==> config.mk <==
export PLATFORM = sky130hd
export DESIGN_NAME = registrador_ataque_flat
export DESIGN_NICKNAME = d
export VERILOG_FILES = /design/src/rtl/registrador_ataque_if.sv /design/src/rtl/registrador_ataque.sv /design/src/flat_wrapper.sv
export SDC_FILE = /design/constraint.sdc
export NUM_CORES = 1
export LEC_CHECK = 0
export BUFFER_PORTS_ARGS = -buffer_cell sky130_fd_sc_hd__buf_2
export CAP_MARGIN = 30
export CELL_PAD_IN_SITES_DETAIL_PLACEMENT = 0
export CELL_PAD_IN_SITES_GLOBAL_PLACEMENT = 1
export CORE_MARGIN = 1.5
export CORE_UTILIZATION = 43
export CTS_CLUSTER_SIZE = 12
export DETAILED_ROUTE_END_ITERATION = 8
export PLACE_DENSITY = 0.91
export SYNTH_ARGS = -nofsm -noshare
export SYNTH_HDL_FRONTEND = slang
export SYNTH_SLANG_ARGS = --single-unit
==> constraint.sdc <==
create_clock -name clk -period 5.35 [get_ports clk]
set_clock_uncertainty 0.2 [all_clocks]
set_input_delay 1.07 -clock clk [delete_from_list [all_inputs] [get_ports clk]]
set_output_delay 1.07 -clock clk [all_outputs]
set_load 0.02 [all_outputs]
==> src/rtl/registrador_ataque_if.sv <==
// Player-side bundle of the attack register: switch/button inputs, matrix and status outputs.
// Pure wiring; no latency and no backpressure.
interface registrador_ataque_if;
    logic [2:0]  linha;
    logic [2:0]  coluna;
    logic        botao;
    logic        novo_jogo;
    logic [34:0] pos_mat;
    logic [34:0] atq_mat;
    logic [34:0] acerto_mat;
    logic        verde;
    logic        vermelho;
    logic        invalido;
    logic [5:0]  tiros;
    logic [5:0]  acertos;
    logic        vitoria;
    logic        derrota;
    logic        ocupado;

    modport master (
        output linha, coluna, botao, novo_jogo, pos_mat,
        input  atq_mat, acerto_mat, verde, vermelho, invalido,
        input  tiros, acertos, vitoria, derrota, ocupado
    );

    modport slave (
        input  linha, coluna, botao, novo_jogo, pos_mat,
        output atq_mat, acerto_mat, verde, vermelho, invalido,
        output tiros, acertos, vitoria, derrota, ocupado
    );
endinterface

==> src/rtl/registrador_ataque.sv <==
// Battleship attack front end: synchronised fire button -> validated shot -> matrices, counters, LEDs.
// Press to update in 5 cycles (4 for a rejected shot); presses outside IDLE are dropped, never queued.
module registrador_ataque #(
    parameter int SHOW_CYCLES = 50_000_000,
    parameter int MAX_TIROS   = 20
) (
    input  logic clk,
    input  logic rst_n,
    registrador_ataque_if.slave bus
);
    typedef enum logic [2:0] {IDLE, CHECK, UPDATE, SHOW, DONE} state_t;

    localparam logic [25:0] SHOW_LOAD = 26'(SHOW_CYCLES - 1);
    localparam logic [5:0]  TIROS_MAX = 6'(MAX_TIROS);

    state_t      state_q, state_d;
    logic [2:0]  sync_q;
    logic        disparo_q;
    logic [2:0]  linha_q, linha_d;
    logic [2:0]  coluna_q, coluna_d;
    logic [34:0] atq_q, atq_d;
    logic [34:0] acerto_q, acerto_d;
    logic [5:0]  tiros_q, tiros_d;
    logic [5:0]  acertos_q, acertos_d;
    logic        verde_q, verde_d;
    logic        vermelho_q, vermelho_d;
    logic        invalido_q, invalido_d;
    logic        vitoria_q, vitoria_d;
    logic        derrota_q, derrota_d;
    logic        ocupado_q, ocupado_d;
    logic [25:0] cnt_q, cnt_d;

    logic [5:0]  idx;
    logic [34:0] mask;
    logic        in_range;
    logic        ja_atirado;
    logic        acerto_pos;
    logic        victory;
    logic        defeat;

    always_comb begin
        idx        = {3'b000, linha_q} * 6'd5 + {3'b000, coluna_q};
        mask       = 35'd1 << idx;
        in_range   = (linha_q <= 3'd6) && (coluna_q <= 3'd4);
        ja_atirado = |(atq_q & mask);
        acerto_pos = |(bus.pos_mat & mask);
        // An empty fleet can never be sunk, so it can only end in defeat.
        victory    = (bus.pos_mat != 35'd0) && ((bus.pos_mat & ~acerto_q) == 35'd0);
        defeat     = (tiros_q == TIROS_MAX) && !victory;
    end

    always_comb begin
        state_d    = state_q;
        linha_d    = linha_q;
        coluna_d   = coluna_q;
        atq_d      = atq_q;
        acerto_d   = acerto_q;
        tiros_d    = tiros_q;
        acertos_d  = acertos_q;
        verde_d    = verde_q;
        vermelho_d = vermelho_q;
        invalido_d = invalido_q;
        vitoria_d  = vitoria_q;
        derrota_d  = derrota_q;
        cnt_d      = cnt_q;

        case (state_q)
            IDLE: begin
                if (disparo_q) begin
                    linha_d  = bus.linha;
                    coluna_d = bus.coluna;
                    state_d  = CHECK;
                end
            end
            CHECK: begin
                if (!in_range || ja_atirado) begin
                    invalido_d = 1'b1;
                    cnt_d      = SHOW_LOAD;
                    state_d    = SHOW;
                end else begin
                    state_d = UPDATE;
                end
            end
            UPDATE: begin
                atq_d   = atq_q | mask;
                tiros_d = tiros_q + 6'd1;
                if (acerto_pos) begin
                    acerto_d  = acerto_q | mask;
                    acertos_d = acertos_q + 6'd1;
                    verde_d   = 1'b1;
                end else begin
                    vermelho_d = 1'b1;
                end
                cnt_d   = SHOW_LOAD;
                state_d = SHOW;
            end
            SHOW: begin
                if (cnt_q == 26'd0) begin
                    verde_d    = 1'b0;
                    vermelho_d = 1'b0;
                    invalido_d = 1'b0;
                    if (victory) begin
                        vitoria_d = 1'b1;
                        state_d   = DONE;
                    end else if (defeat) begin
                        derrota_d = 1'b1;
                        state_d   = DONE;
                    end else begin
                        state_d = IDLE;
                    end
                end else begin
                    cnt_d = cnt_q - 26'd1;
                end
            end
            DONE:    state_d = DONE;
            default: state_d = IDLE;
        endcase

        if (bus.novo_jogo) begin
            state_d    = IDLE;
            atq_d      = 35'd0;
            acerto_d   = 35'd0;
            tiros_d    = 6'd0;
            acertos_d  = 6'd0;
            verde_d    = 1'b0;
            vermelho_d = 1'b0;
            invalido_d = 1'b0;
            vitoria_d  = 1'b0;
            derrota_d  = 1'b0;
            cnt_d      = 26'd0;
        end

        ocupado_d = (state_d != IDLE);
    end

    always_ff @(posedge clk or negedge rst_n) begin
        if (!rst_n) begin
            state_q    <= IDLE;
            sync_q     <= 3'b000;
            disparo_q  <= 1'b0;
            linha_q    <= 3'd0;
            coluna_q   <= 3'd0;
            atq_q      <= 35'd0;
            acerto_q   <= 35'd0;
            tiros_q    <= 6'd0;
            acertos_q  <= 6'd0;
            verde_q    <= 1'b0;
            vermelho_q <= 1'b0;
            invalido_q <= 1'b0;
            vitoria_q  <= 1'b0;
            derrota_q  <= 1'b0;
            ocupado_q  <= 1'b0;
            cnt_q      <= 26'd0;
        end else begin
            // sync_q[1:0] is the metastability pair; sync_q[2] is the edge-detect history.
            sync_q     <= {sync_q[1:0], bus.botao};
            disparo_q  <= sync_q[1] & ~sync_q[2];
            state_q    <= state_d;
            linha_q    <= linha_d;
            coluna_q   <= coluna_d;
            atq_q      <= atq_d;
            acerto_q   <= acerto_d;
            tiros_q    <= tiros_d;
            acertos_q  <= acertos_d;
            verde_q    <= verde_d;
            vermelho_q <= vermelho_d;
            invalido_q <= invalido_d;
            vitoria_q  <= vitoria_d;
            derrota_q  <= derrota_d;
            ocupado_q  <= ocupado_d;
            cnt_q      <= cnt_d;
        end
    end

    assign bus.atq_mat    = atq_q;
    assign bus.acerto_mat = acerto_q;
    assign bus.verde      = verde_q;
    assign bus.vermelho   = vermelho_q;
    assign bus.invalido   = invalido_q;
    assign bus.tiros      = tiros_q;
    assign bus.acertos    = acertos_q;
    assign bus.vitoria    = vitoria_q;
    assign bus.derrota    = derrota_q;
    assign bus.ocupado    = ocupado_q;
endmodule

==> src/flat_wrapper.sv <==
// flat-port wrapper written by rule: the top's interface ports become plain ports
module registrador_ataque_flat 
#(
    parameter int SHOW_CYCLES = 50_000_000,
    parameter int MAX_TIROS   = 20
)
  (clk, rst_n, bus_linha, bus_coluna, bus_botao, bus_novo_jogo, bus_pos_mat, bus_atq_mat, bus_acerto_mat, bus_verde, bus_vermelho, bus_invalido, bus_tiros, bus_acertos, bus_vitoria, bus_derrota, bus_ocupado);
  registrador_ataque_if bus_i ();
  input  logic clk;
  input  logic rst_n;
  input wire logic [$bits(bus_i.linha)-1:0] bus_linha;
  input wire logic [$bits(bus_i.coluna)-1:0] bus_coluna;
  input wire logic [$bits(bus_i.botao)-1:0] bus_botao;
  input wire logic [$bits(bus_i.novo_jogo)-1:0] bus_novo_jogo;
  input wire logic [$bits(bus_i.pos_mat)-1:0] bus_pos_mat;
  output wire logic [$bits(bus_i.atq_mat)-1:0] bus_atq_mat;
  output wire logic [$bits(bus_i.acerto_mat)-1:0] bus_acerto_mat;
  output wire logic [$bits(bus_i.verde)-1:0] bus_verde;
  output wire logic [$bits(bus_i.vermelho)-1:0] bus_vermelho;
  output wire logic [$bits(bus_i.invalido)-1:0] bus_invalido;
  output wire logic [$bits(bus_i.tiros)-1:0] bus_tiros;
  output wire logic [$bits(bus_i.acertos)-1:0] bus_acertos;
  output wire logic [$bits(bus_i.vitoria)-1:0] bus_vitoria;
  output wire logic [$bits(bus_i.derrota)-1:0] bus_derrota;
  output wire logic [$bits(bus_i.ocupado)-1:0] bus_ocupado;
  assign bus_i.linha = bus_linha;
  assign bus_i.coluna = bus_coluna;
  assign bus_i.botao = bus_botao;
  assign bus_i.novo_jogo = bus_novo_jogo;
  assign bus_i.pos_mat = bus_pos_mat;
  assign bus_atq_mat = bus_i.atq_mat;
  assign bus_acerto_mat = bus_i.acerto_mat;
  assign bus_verde = bus_i.verde;
  assign bus_vermelho = bus_i.vermelho;
  assign bus_invalido = bus_i.invalido;
  assign bus_tiros = bus_i.tiros;
  assign bus_acertos = bus_i.acertos;
  assign bus_vitoria = bus_i.vitoria;
  assign bus_derrota = bus_i.derrota;
  assign bus_ocupado = bus_i.ocupado;
  registrador_ataque #(.SHOW_CYCLES(SHOW_CYCLES), .MAX_TIROS(MAX_TIROS)) u_core (.clk(clk), .rst_n(rst_n), .bus(bus_i));
endmodule
==> key figures, run 1 <==
Global routing
  • Largest net degree at the start of global routing: between 70 and 80
  • All-Layer GR Usage: 0.2700
  • Via count of the first global-routing pass: around 6,700
  • First-pass GRT wire length: roughly 37,000 um
  • Gr ovfl total: 0
  • Initial antenna violation count: 0

Power and ir drop
  • Pwr dens: 707.9 nW/um^2
  • Int Pwr: between 2 and 3 mW
  • Sequential power share: 0.203
  • Power Total: 6.218 mW
  • Clock power frac: 0.180
  • P_leak: roughly 4.0 nW
  • Sw Share: 0.5287
  • Peak supply drop: 0.4512 mV
  • Sw power: about 3.3 mW
  • Combinational share of power: 0.618

Die
  • Starting Density: 0.4421
  • Die width: approximately 130 um
  • Core Rows: 47
  • Die area: between 15,000 and 20,000 um^2
  • Core area: between 15,000 and 20,000 um^2
  • # IOs: approximately 130
  • Die Ht: 134.0 um

Critical path
  • CP Capture Type: flip-flop
  • Startpoint types: flip-flop
  • WP depth: 13
  • Worst path cell trace: ha_1, ha_1, inv_1, fa_1, buf_4, and2_1, a22o_1, a22oi_1, a41oi_1, nor4_1, nand4_2, and2_4, a221oi_2
  • CP top delay family: simple AND/OR/NAND/NOR gates
  • Most used cell, CP: ha_1
  • Cells on worst reg2reg path: 13
  • CP Max Fanout: 14
  • Worst flop-to-flop path startpoint: u_core.linha_q[0]$_DFFE_PN0P_
  • Worst Setup SP: u_core.linha_q[0]$_DFFE_PN0P_
  • CP peak stage delay: between 600 and 700 ps
  • Reg-to-reg endpoint: u_core.cnt_q[10]$_DFFE_PN0P_
  • Buf/Inv on CP: 2
  • Crit path kind: flip-flop to flip-flop
  • Cell with the largest stage delay on the worst path: fa_1
  • CP Capture Point: u_core.cnt_q[10]$_DFFE_PN0P_
  • Flop-to-flop setup slack: approximately 690 ps
  • Critical path required time: ~5500 ps
  • Worst EP arrival: about 4800 ps

Timing
  • Fin crit share: 0.8719
  • Unrepaired setup endpoints after global routing: no
  • Setup TNS: 0 ps
  • Final hold vios: 0
  • Fin crit period: approximately 4700 ps
  • Final hold slack: ~150 ps
  • Slew Limit Fails: 0
  • Finish-stage setup viols: 0
  • F_max: ~0.21 GHz
  • Least-Margin Pin Slew: about 1000 ps
  • Relative slew slack: 0.3280

Placed design
  • Routability cong.: 0.9745
  • Number of I/O port buffers: 132
  • Post-DP HPWL: 17,280 um

Layout
  • Synthesis-to-layout area growth: 18.96%
  • # diodes: 0
  • Share of layout cells above drive strength 1: 0.2384
  • Nets: 977

Worst hold path
  • Hold/Removal Path Class: flip-flop to flip-flop

CTS
  • CTS tree: built
  • Clock Latency Late Sink: roughly 420 ps
  • H-tree depth: 4
  • Sink Count: between 100 and 150
  • Clock buffer depth: 2
  • Root buffer selected by CTS: clkbuf_16
  • Cts hold-fix bufs: 0
  • Setup Buffers After CTS: 0
  • Resized Gates After CTS: 0
  • Worst-path clk slew: about 60 ps
  • Number of buffers created by CTS: 17

Detailed routing
  • Vias per cell: 6.162
  • Iteration-0 DRC count of the detailed router: 838
  • Total Wirelength: between 20,000 and 25,000 um
  • Routed vias: 7,068
  • DRT Pass-1 Iters: 5
  • Remaining antenna violation count: 0
  • DRC viols: 0
  • WL per Instance: 20.73 um

Synth
  • Top post-synthesis cells by count: dfrtp_1 (127), nor2_1 (96), a21oi_1 (65), nand2_1 (60), inv_1 (40)
  • Syn Nets: ~860
  • Avg Cell Area, Syn: 9.287 um^2
  • Most common cell in the synthesized netlist: dfrtp_1
  • Mapped Cells: a little under 800
  • Post-synth cell types: just under 90
  • Main area contributors after synthesis: dfrtp_1 (43%), nor2_1 (4.9%), a21oi_1 (4.4%), nand2_1 (3.1%), o32ai_1 (2.6%)
  • Area share of the largest cell type after synthesis: 0.4304
  • Primary FF master, synth: dfrtp_1
  • Total of warnings raised by yosys: 0
  • Yosys reg bits: about 130
  • Post-synthesis sequential area ratio: 0.4304
  • Yosys top cell by area: dfrtp_1
  • Asr flop ratio synth: 1.000
  • Post-synth EDFFs: 0
  • Post-Syn Area: 7383 um^2

Outcome
  • Outcome: completed

Flow run
  • Max cap viols: 0
-- layout by cell type, fill, tap and decap left out, types with 5 or more instances in the layout --
cell         n
nand2b_1     7
inv_1       40
and2_1      10
nor4b_1      5
nand2_1     60
mux2_2      12
nor3_1      25
a211o_1      6
clkbuf_16   17
nand4_1      8
nor4_1      20
dfrtp_1    127
a31oi_1      8
buf_4       12
ha_1        14
a22oi_1     11
o32ai_1     22
and3_1       8
nor3_2       5
or3_1        5
a21oi_1     65
nor2b_1     22
a311oi_1    10
buf_2      130
o22ai_1      5
mux2i_1      5
nor2_1      96
o21ai_0     21
a22o_1      15
nand3_1     22
-- layer usage --
metal / vias to the layer above / wire length, um / part of all wire / track usage
met5: - / 0 / 0 / 0
met4: 0 / 801 / 0.034 / 0.1237
met3: 63 / 2208 / 0.093 / 0.05782
met2: 400 / 10640 / 0.45 / 0.4101
met1: 3406 / 10140 / 0.43 / 0.3705
li1: 3199 / - / - / -
-- flip-flops by register name, summed over array words and instances, names as in the netlist, 3 cells and up --
register and cells:
u_core.bus.acerto_mat 35, u_core.cnt_q 26, u_core.state_q 3, u_core.coluna_q 3
u_core.bus.acertos 6, u_core.sync_q 3, u_core.linha_q 3, u_core.bus.atq_mat 35
u_core.bus.tiros 6
-- stage by stage --
stage | instances | setup slack [ps] | util | area [um^2]
after floorplan | 795 | 1526 | - | 7383
after global placement | 1117 | 803.9 | 0.4912 | 8203
after detailed placement | 1118 | 751.1 | 0.4928 | 8230
after CTS | 1147 | 703.1 | 0.5259 | 8783
after global routing | 1147 | 376.8 | 0.5259 | 8783
final | 1147 | 685.1 | 0.5259 | 8783
-- worst min path at each step --
stage                                          start                          to  cells past startpoint
final                     u_core.sync_q[0]$_DFF_PN0_  u_core.sync_q[1]$_DFF_PN0_                      0
after global routing      u_core.sync_q[0]$_DFF_PN0_  u_core.sync_q[1]$_DFF_PN0_                      0
after CTS                 u_core.sync_q[0]$_DFF_PN0_  u_core.sync_q[1]$_DFF_PN0_                      0
after detailed placement  u_core.sync_q[0]$_DFF_PN0_  u_core.sync_q[1]$_DFF_PN0_                      0
after global placement    u_core.sync_q[0]$_DFF_PN0_  u_core.sync_q[1]$_DFF_PN0_                      0
after floorplan           u_core.sync_q[0]$_DFF_PN0_  u_core.sync_q[1]$_DFF_PN0_                      0
-- power groups by stage --
stage	logic, mW	clock network (mW)	registers (mW)
floorplan	2.78	0	1.29
global placement	3.70	0	1.27
detailed placement	3.72	0	1.27
CTS	3.76	1.13	1.26
global route	4.14	1.17	1.28
finish	3.84	1.12	1.26
-- cells by family after synthesis --
kind of cell,after synthesis,share of synthesized area
XOR/XNOR,6,0.008135
multiplexers,19,0.02813
AND/OR/NAND/NOR,322,0.2295
buffers and inverters,82,0.05084
AO/OA/AOI/OAI,224,0.2266
adder cells (fa/ha/maj),15,0.02644
flip-flops,127,0.4304
-- final cells by class --
class	instances	area, um^2
Sequential cell	127	3178
Tap cell	220	275.3
Multi-Input combinational cell	586	3835
Clock buffer	22	464.2
Timing Repair Buffer	144	788.3
Inverter	41	153.9
Clock inverter	7	88.84
Fill cell	1540	7918
Power figures use the tool's default switching activity.
==> run 2: changes to the inputs <==
--- a/config.mk
+++ b/config.mk
@@ -5,12 +5,13 @@
 export SDC_FILE = /design/constraint.sdc
 export NUM_CORES = 1
 export LEC_CHECK = 0
+export ABC_AREA = 1
 export BUFFER_PORTS_ARGS = -buffer_cell sky130_fd_sc_hd__buf_2
 export CAP_MARGIN = 30
 export CELL_PAD_IN_SITES_DETAIL_PLACEMENT = 0
 export CELL_PAD_IN_SITES_GLOBAL_PLACEMENT = 1
 export CORE_MARGIN = 1.5
-export CORE_UTILIZATION = 43
+export CORE_UTILIZATION = 41
 export CTS_CLUSTER_SIZE = 12
 export DETAILED_ROUTE_END_ITERATION = 8
 export PLACE_DENSITY = 0.91
==> run 2 against run 1 <==
Routed wire length is 12% higher. Die area grew 12%. Sequential power about the same. Largest power group unchanged.
==> key figures, run 2 <==
Placed design
  • Number of I/O port buffers: roughly 130
  • # placed instances: 1,486
  • Routability cong.: around 0.95
  • Placed standard-cell area: just under 9000 um^2
  • Post-DP HPWL: between 15,000 and 20,000 um

Synth
  • Post-Syn Area: 7913 um^2
  • Area share of the largest cell type after synthesis: 0.4016
  • Mux contribution to synthesized area: 0.008539
  • Syn Nets: roughly 1,200
  • Synth Area in Compound Gates: 0.08238
  • Yosys top cell by area: dfrtp_1
  • Most common cell in the synthesized netlist: nand2_1
  • Primary FF master, synth: dfrtp_1
  • Top post-synthesis cells by count: nand2_1 (272), nor2_1 (162), nand3_1 (153), inv_1 (150), dfrtp_1 (127)
  • Post-synth cell types: 40
  • Yosys reg bits: 127
  • Post-synth EDFFs: 0
  • Asr flop ratio synth: 1.000
  • Avg Cell Area, Syn: around 7.0 um^2
  • Post-synthesis sequential area ratio: 0.4016
  • Mapped Cells: between 1,000 and 1,500
  • Fraction of the mapped netlist area in simple logic gates: 0.3656
  • Share of synthesized cell area in full adder, half adder and majority cells: 0.02467
  • Main area contributors after synthesis: dfrtp_1 (40%), nand2_1 (13%), nand3_1 (9.7%), nor2_1 (7.7%), inv_1 (7.1%)
  • Total of warnings raised by yosys: 0
  • Largest family of logic cells by synthesized area: simple AND/OR/NAND/NOR gates
  • Post-Synth XOR/XNOR Area: 0.01660

Detailed routing
  • DRC viols: 0
  • Vias per cell: 5.298
  • WL per Instance: 17.61 um
  • DRT Pass-1 Iters: 7
  • Routed vias: ~8,000
  • Total Wirelength: ~27,000 um
  • Remaining antenna violation count: 0
  • Iteration-0 DRC count of the detailed router: around 600

Power and ir drop
  • Sequential power share: 0.226
  • Peak supply drop: about 0.44 mV
  • Combinational share of power: 0.562
  • Sw Share: 0.5331
  • Pwr dens: 603.9 nW/um^2
  • Sw power: around 3.0 mW
  • P_leak: around 5.1 nW
  • Clock power frac: 0.212
  • Int Pwr: 2.642 mW

Global routing
  • Largest net degree at the start of global routing: a little over 70
  • All-Layer GR Usage: 0.2731
  • First-pass GRT wire length: around 41,000 um
  • Initial antenna violation count: 0
  • Gr ovfl total: 0
  • Via count of the first global-routing pass: 7,558

Layout
  • Synthesis-to-layout area growth: 18.41%
  • Share of layout cells above drive strength 1: 0.1616
  • Post-route cell area: approximately 9400 um^2
  • # diodes: 0
  • Nets: 1,305
  • Most frequent cells in the layout: nand2_1 (271), nor2_1 (162), nand3_1 (153)
  • Commonest non-fill, non-tap cell in the layout: nand2_1
  • Cell Count, Final, Fillers Out: 1,516

Flow run
  • Max cap viols: 0

Timing
  • Setup TNS: 0 ps
  • F_max: 0.2204 GHz
  • Least-Margin Pin Slew: around 800 ps
  • Fin crit period: about 4500 ps
  • Fin crit share: 0.8480
  • Relative slew slack: 0.4649
  • Slew Limit Fails: 0
  • Final hold slack: around 160 ps
  • Unrepaired setup endpoints after global routing: no
  • Final hold vios: 0
  • Finish-stage setup viols: 0

Die
  • Die area: 20,140 um^2
  • Die width: between 100 and 150 um
  • Core Rows: 50
  • Die Ht: approximately 140 um
  • Starting Density: 0.4202
  • Core area: roughly 19,000 um^2
  • # IOs: roughly 130

Worst hold path
  • Hold wc startpoint: u_core.sync_q[0]$_DFF_PN0_
  • Hold/Removal Path Class: flip-flop to flip-flop
  • Hold path cells: 0
  • Hold Path End: u_core.sync_q[1]$_DFF_PN0_

CTS
  • Worst-path clk slew: approximately 60 ps
  • Clock buffer depth: 2
  • Resized Gates After CTS: 0
  • Clock Latency Late Sink: 440 ps
  • Sink Count: roughly 130
  • CTS tree: built
  • H-tree depth: 4
  • Setup Buffers After CTS: 0
  • Number of buffers created by CTS: 17
  • Root buffer selected by CTS: clkbuf_16
  • Cts hold-fix bufs: 0

Critical path
  • Cells on worst reg2reg path: 18
  • CP peak stage delay: around 480 ps
  • Startpoint types: flip-flop
  • Crit path kind: flip-flop to flip-flop
  • Reg-to-reg endpoint: u_core.bus.acertos[2]$_DFFE_PN0P_
  • Worst flop-to-flop path startpoint: u_core.linha_q[0]$_DFFE_PN0P_
  • Buf/Inv on CP: 3
  • CP top delay family: simple AND/OR/NAND/NOR gates
  • Worst EP arrival: roughly 4700 ps
  • Worst path cell trace: ha_1, ha_1, inv_1, fa_1, inv_1, nand3_1, nand2_2, nor2_1, nand3_1, nand2_1, nor2_1, nand2_1, nor2_2, nand3_4, nand2_2, inv_1, nand2_1, nand2_1
  • Cell with the largest stage delay on the worst path: nand2_2
  • Critical path required time: between 5000 and 6000 ps
  • Flop-to-flop setup slack: 810 ps
  • CP Max Fanout: 26
  • CP Capture Type: flip-flop
  • Most used cell, CP: nand2_1

Outcome
  • Outcome: completed
run 2: how the worst max path moves through the flow:
| stage | end | startpoint | cells past startpoint | slack [ps] |
|---|---|---|---|---|
| floorplan | u_core.bus.acerto_mat[10]$_DFFE_PN0P_ | u_core.linha_q[0]$_DFFE_PN0P_ | 18 | 2100 |
| global placement | u_core.bus.acertos[0]$_DFFE_PN0P_ | u_core.linha_q[0]$_DFFE_PN0P_ | 18 | 880 |
| detailed placement | u_core.bus.acertos[2]$_DFFE_PN0P_ | u_core.linha_q[0]$_DFFE_PN0P_ | 18 | 830 |
| CTS | u_core.bus.acertos[2]$_DFFE_PN0P_ | u_core.linha_q[0]$_DFFE_PN0P_ | 18 | 840 |
| global route | u_core.bus.acertos[2]$_DFFE_PN0P_ | u_core.linha_q[0]$_DFFE_PN0P_ | 18 | 550 |
| finish | u_core.bus.acertos[2]$_DFFE_PN0P_ | u_core.linha_q[0]$_DFFE_PN0P_ | 18 | 810 |
run 2: metrics by stage:
stage          power (mW)  setup slack [ps]    util
6_report            5.658             813.2  0.4975
2_1_floorplan       3.669              2098       -
3_3_place_gp        4.401             877.1  0.4643
5_1_grt             6.065             549.6  0.4975
4_1_cts             5.656             844.6  0.4975
3_5_place_dp        4.450             825.6  0.4657
run 2: power by group through the flow:
stage / clock network (mW) / logic [mW] / registers (mW)
6_report: 1.20 / 3.18 / 1.28
5_1_grt: 1.26 / 3.51 / 1.30
4_1_cts: 1.21 / 3.17 / 1.27
3_5_place_dp: 0 / 3.16 / 1.29
3_3_place_gp: 0 / 3.11 / 1.29
2_1_floorplan: 0 / 2.35 / 1.32
run 2: area by class of cell:
cell class | count | area (um^2)
Clock inverter | 12 | 160.2
Tap cell | 260 | 325.3
Clock buffer | 18 | 439.2
Inverter | 151 | 566.8
Fill cell | 1926 | 9462
Timing Repair Buffer | 142 | 758.2
Multi-Input combinational cell | 806 | 3941
Sequential cell | 127 | 3178
run 2: cell families after synthesis:
family / after synthesis
simple gates: 661
fa+ha+maj: 15
xor+xnor: 15
buf+inv: 194
flops: 127
compound gates: 109
mux: 6
run 2: per-layer routing:
| layer | wire [um] | GRT usage | part of all wire | up-vias |
|---|---|---|---|---|
| met1 | 11500 | 0.3561 | 0.43 | 3865 |
| met2 | 13040 | 0.4598 | 0.49 | 263 |
| met4 | 606 | 0.09224 | 0.023 | 0 |
| met3 | 1555 | 0.04657 | 0.058 | 45 |
| li1 | - | - | - | 3859 |
| met5 | 0 | 0 | 0 | - |
==> run 3: changes to the inputs <==
==> constraint.sdc (replaced) <==
create_clock -name clk -period 4.46 [get_ports clk]
set_clock_uncertainty 0.2 [all_clocks]
set_input_delay 0.892 -clock clk [delete_from_list [all_inputs] [get_ports clk]]
set_output_delay 0.892 -clock clk [all_outputs]
set_load 0.02 [all_outputs]
==> run 3 against run 2 <==
Utilization increased by 0.38 points. Power increased by 22%. Register-to-register slack worse by 400 ps. Clock power grew 24%. Die area is the same. Combinational power is 23% higher. Critical path type unchanged. Sequential share of layout area decreased by 0.26 points. Critical path depth unchanged. Largest cell class unchanged. Via count shrank 0.17%.
==> key figures, run 3 (synthesis gave the netlist of run 2 again) <==
Power and ir drop
  • P_leak: ~5 nW
  • Peak supply drop: between 0.4 and 0.5 mV
  • Power Total: slightly below 7 mW
  • Pwr dens: around 730 nW/um^2

Global routing
  • Largest net degree at the start of global routing: 100
  • Initial antenna violation count: 0
  • Via count of the first global-routing pass: about 7,600
  • First-pass GRT wire length: approximately 41,000 um
  • Gr ovfl total: 0
  • All-Layer GR Usage: 0.2647

Placed design
  • Dpl ws: ~330 ps
  • Number of I/O port buffers: 132
  • Post-DP HPWL: 19,080 um
  • Routability cong.: between 0.9 and 1

CTS
  • Clock buffer depth: 2
  • CTS tree: built
  • Clock Latency Late Sink: between 400 and 500 ps
  • Setup Buffers After CTS: 0
  • Worst-path clk slew: 70 ps
  • H-tree depth: 4
  • Sink Count: between 100 and 150
  • Number of buffers created by CTS: 17
  • Cts hold-fix bufs: 0
  • Resized Gates After CTS: 0
  • Root buffer selected by CTS: clkbuf_16

Layout
  • Fillers: 1,894
  • Commonest non-fill, non-tap cell in the layout: nand2_1
  • Share of layout cells above drive strength 1: 0.1656
  • Finished Core Util: 0.5013
  • # diodes: 0
  • Synthesis-to-layout area growth: 19.31%
  • Most frequent cells in the layout: nand2_1 (271), nor2_1 (162), nand3_1 (153)
  • Nets: ~1,300

Die
  • Die width: 141.9 um
  • Starting Density: 0.4202
  • Core Rows: 50
  • Core area: 18,830 um^2
  • Die area: about 20,000 um^2
  • Die Ht: around 140 um
  • # IOs: around 130

Outcome
  • Outcome: completed

Detailed routing
  • Remaining antenna violation count: 0
  • DRC viols: 0
  • Routed vias: around 8,000
  • Total Wirelength: between 20,000 and 30,000 um
  • WL per Instance: approximately 17 um
  • Vias per cell: 5.268
  • DRT Pass-1 Iters: 5
  • Iteration-0 DRC count of the detailed router: slightly above 700

Critical path
  • Worst Setup SP: u_core.linha_q[0]$_DFFE_PN0P_
  • Worst flop-to-flop path startpoint: u_core.linha_q[0]$_DFFE_PN0P_
  • Startpoint types: flip-flop
  • Critical path required time: 4590 ps
  • Crit path kind: flip-flop to flip-flop
  • CP Capture Type: flip-flop
  • Worst EP arrival: between 4000 and 5000 ps
  • CP Max Fanout: 24

Timing
  • Setup TNS: 0 ps
  • Finish-stage setup viols: 0
  • Least-Margin Pin Slew: between 700 and 800 ps
  • Final hold slack: ~150 ps
  • Fin crit period: 4046 ps
  • Final hold vios: 0
  • Fin crit share: 0.9072
  • Unrepaired setup endpoints after global routing: no
  • Slew Limit Fails: 0
  • Relative slew slack: 0.4964
  • F_max: between 0.2 and 0.25 GHz
  • Final WS setup: slightly above 400 ps

Worst hold path
  • Hold/Removal Path Class: flip-flop to flip-flop
  • Hold wc startpoint: u_core.sync_q[0]$_DFF_PN0_

Flow run
  • Max cap viols: 0
==> run 3: changes by cell type in the layout (fill, tap and decap cells not counted), sizes merged <==
cell	previous run	this run
inv	154	158
clkbuf	18	17
clkinvlp	1	4
buf	142	146
clkinv	5	1
==> run 3: final timing paths <==
check / end / cells after the start / slack (ps)
min in group asynchronous: u_core.cnt_q[9]$_DFFE_PN0P_ / 1 / 310
worst min register to register: u_core.sync_q[1]$_DFF_PN0_ / 0 / 150
max in group asynchronous: u_core.bus.acerto_mat[28]$_DFFE_PN0P_ / 2 / 2870
worst max register to register: u_core.bus.acertos[2]$_DFFE_PN0P_ / 18 / 410
worst max-delay path: u_core.bus.acertos[2]$_DFFE_PN0P_ / 18 / 410
worst min-delay path: u_core.sync_q[1]$_DFF_PN0_ / 0 / 150
==> run 3: report_power, final <==
| part | switching, mW | internal, mW | total [mW] | leakage (nW) |
|---|---|---|---|---|
| registers | 0.197 | 1.34 | 1.54 | 1.71 |
| logic | 2.87 | 1.03 | 3.91 | 3.10 |
| clock network | 0.591 | 0.897 | 1.49 | 0.293 |
==> run 3: critical path, cell delays in order (launching register included) <==
cell and delay (ps):
dfrtp_1 410, ha_1 310, ha_1 300, inv_1 60
fa_1 450, inv_1 110, nand3_1 80, nand2_2 380
nor2_1 210, nand3_1 130, nand2_1 80, nor2_1 210
nand2_1 80, nor2_1 190, nand3_4 200, nand2_4 270
inv_1 140, nand2_1 80, nand2_1 50
==> run 3: cell type report <==
class                      count  area [um^2]  share of cell area
multi-input combinational    806         3946              0.4180
sequential                   127         3178              0.3366
timing repair buffer         146        800.8             0.08482
inverter                     151        566.8             0.06004
clock buffer                  17        425.4             0.04506
tap                          260        325.3             0.03446
clock inverter                15        197.7             0.02094
==> run 3: metrics by stage <==
step	cells	cell area [um^2]
2_1_floorplan	1127	7913
3_3_place_gp	1489	8785
3_5_place_dp	1489	8785
4_1_cts	1521	9408
5_1_grt	1522	9440
6_report	1522	9440
==> run 3: layer usage <==
layer	GRT usage	vias up	share of wire
met5	0	-	0
met4	0.08410	0	0.023
met3	0.06514	44	0.084
met2	0.4354	309	0.48
met1	0.3430	3781	0.41
li1	-	3884	-
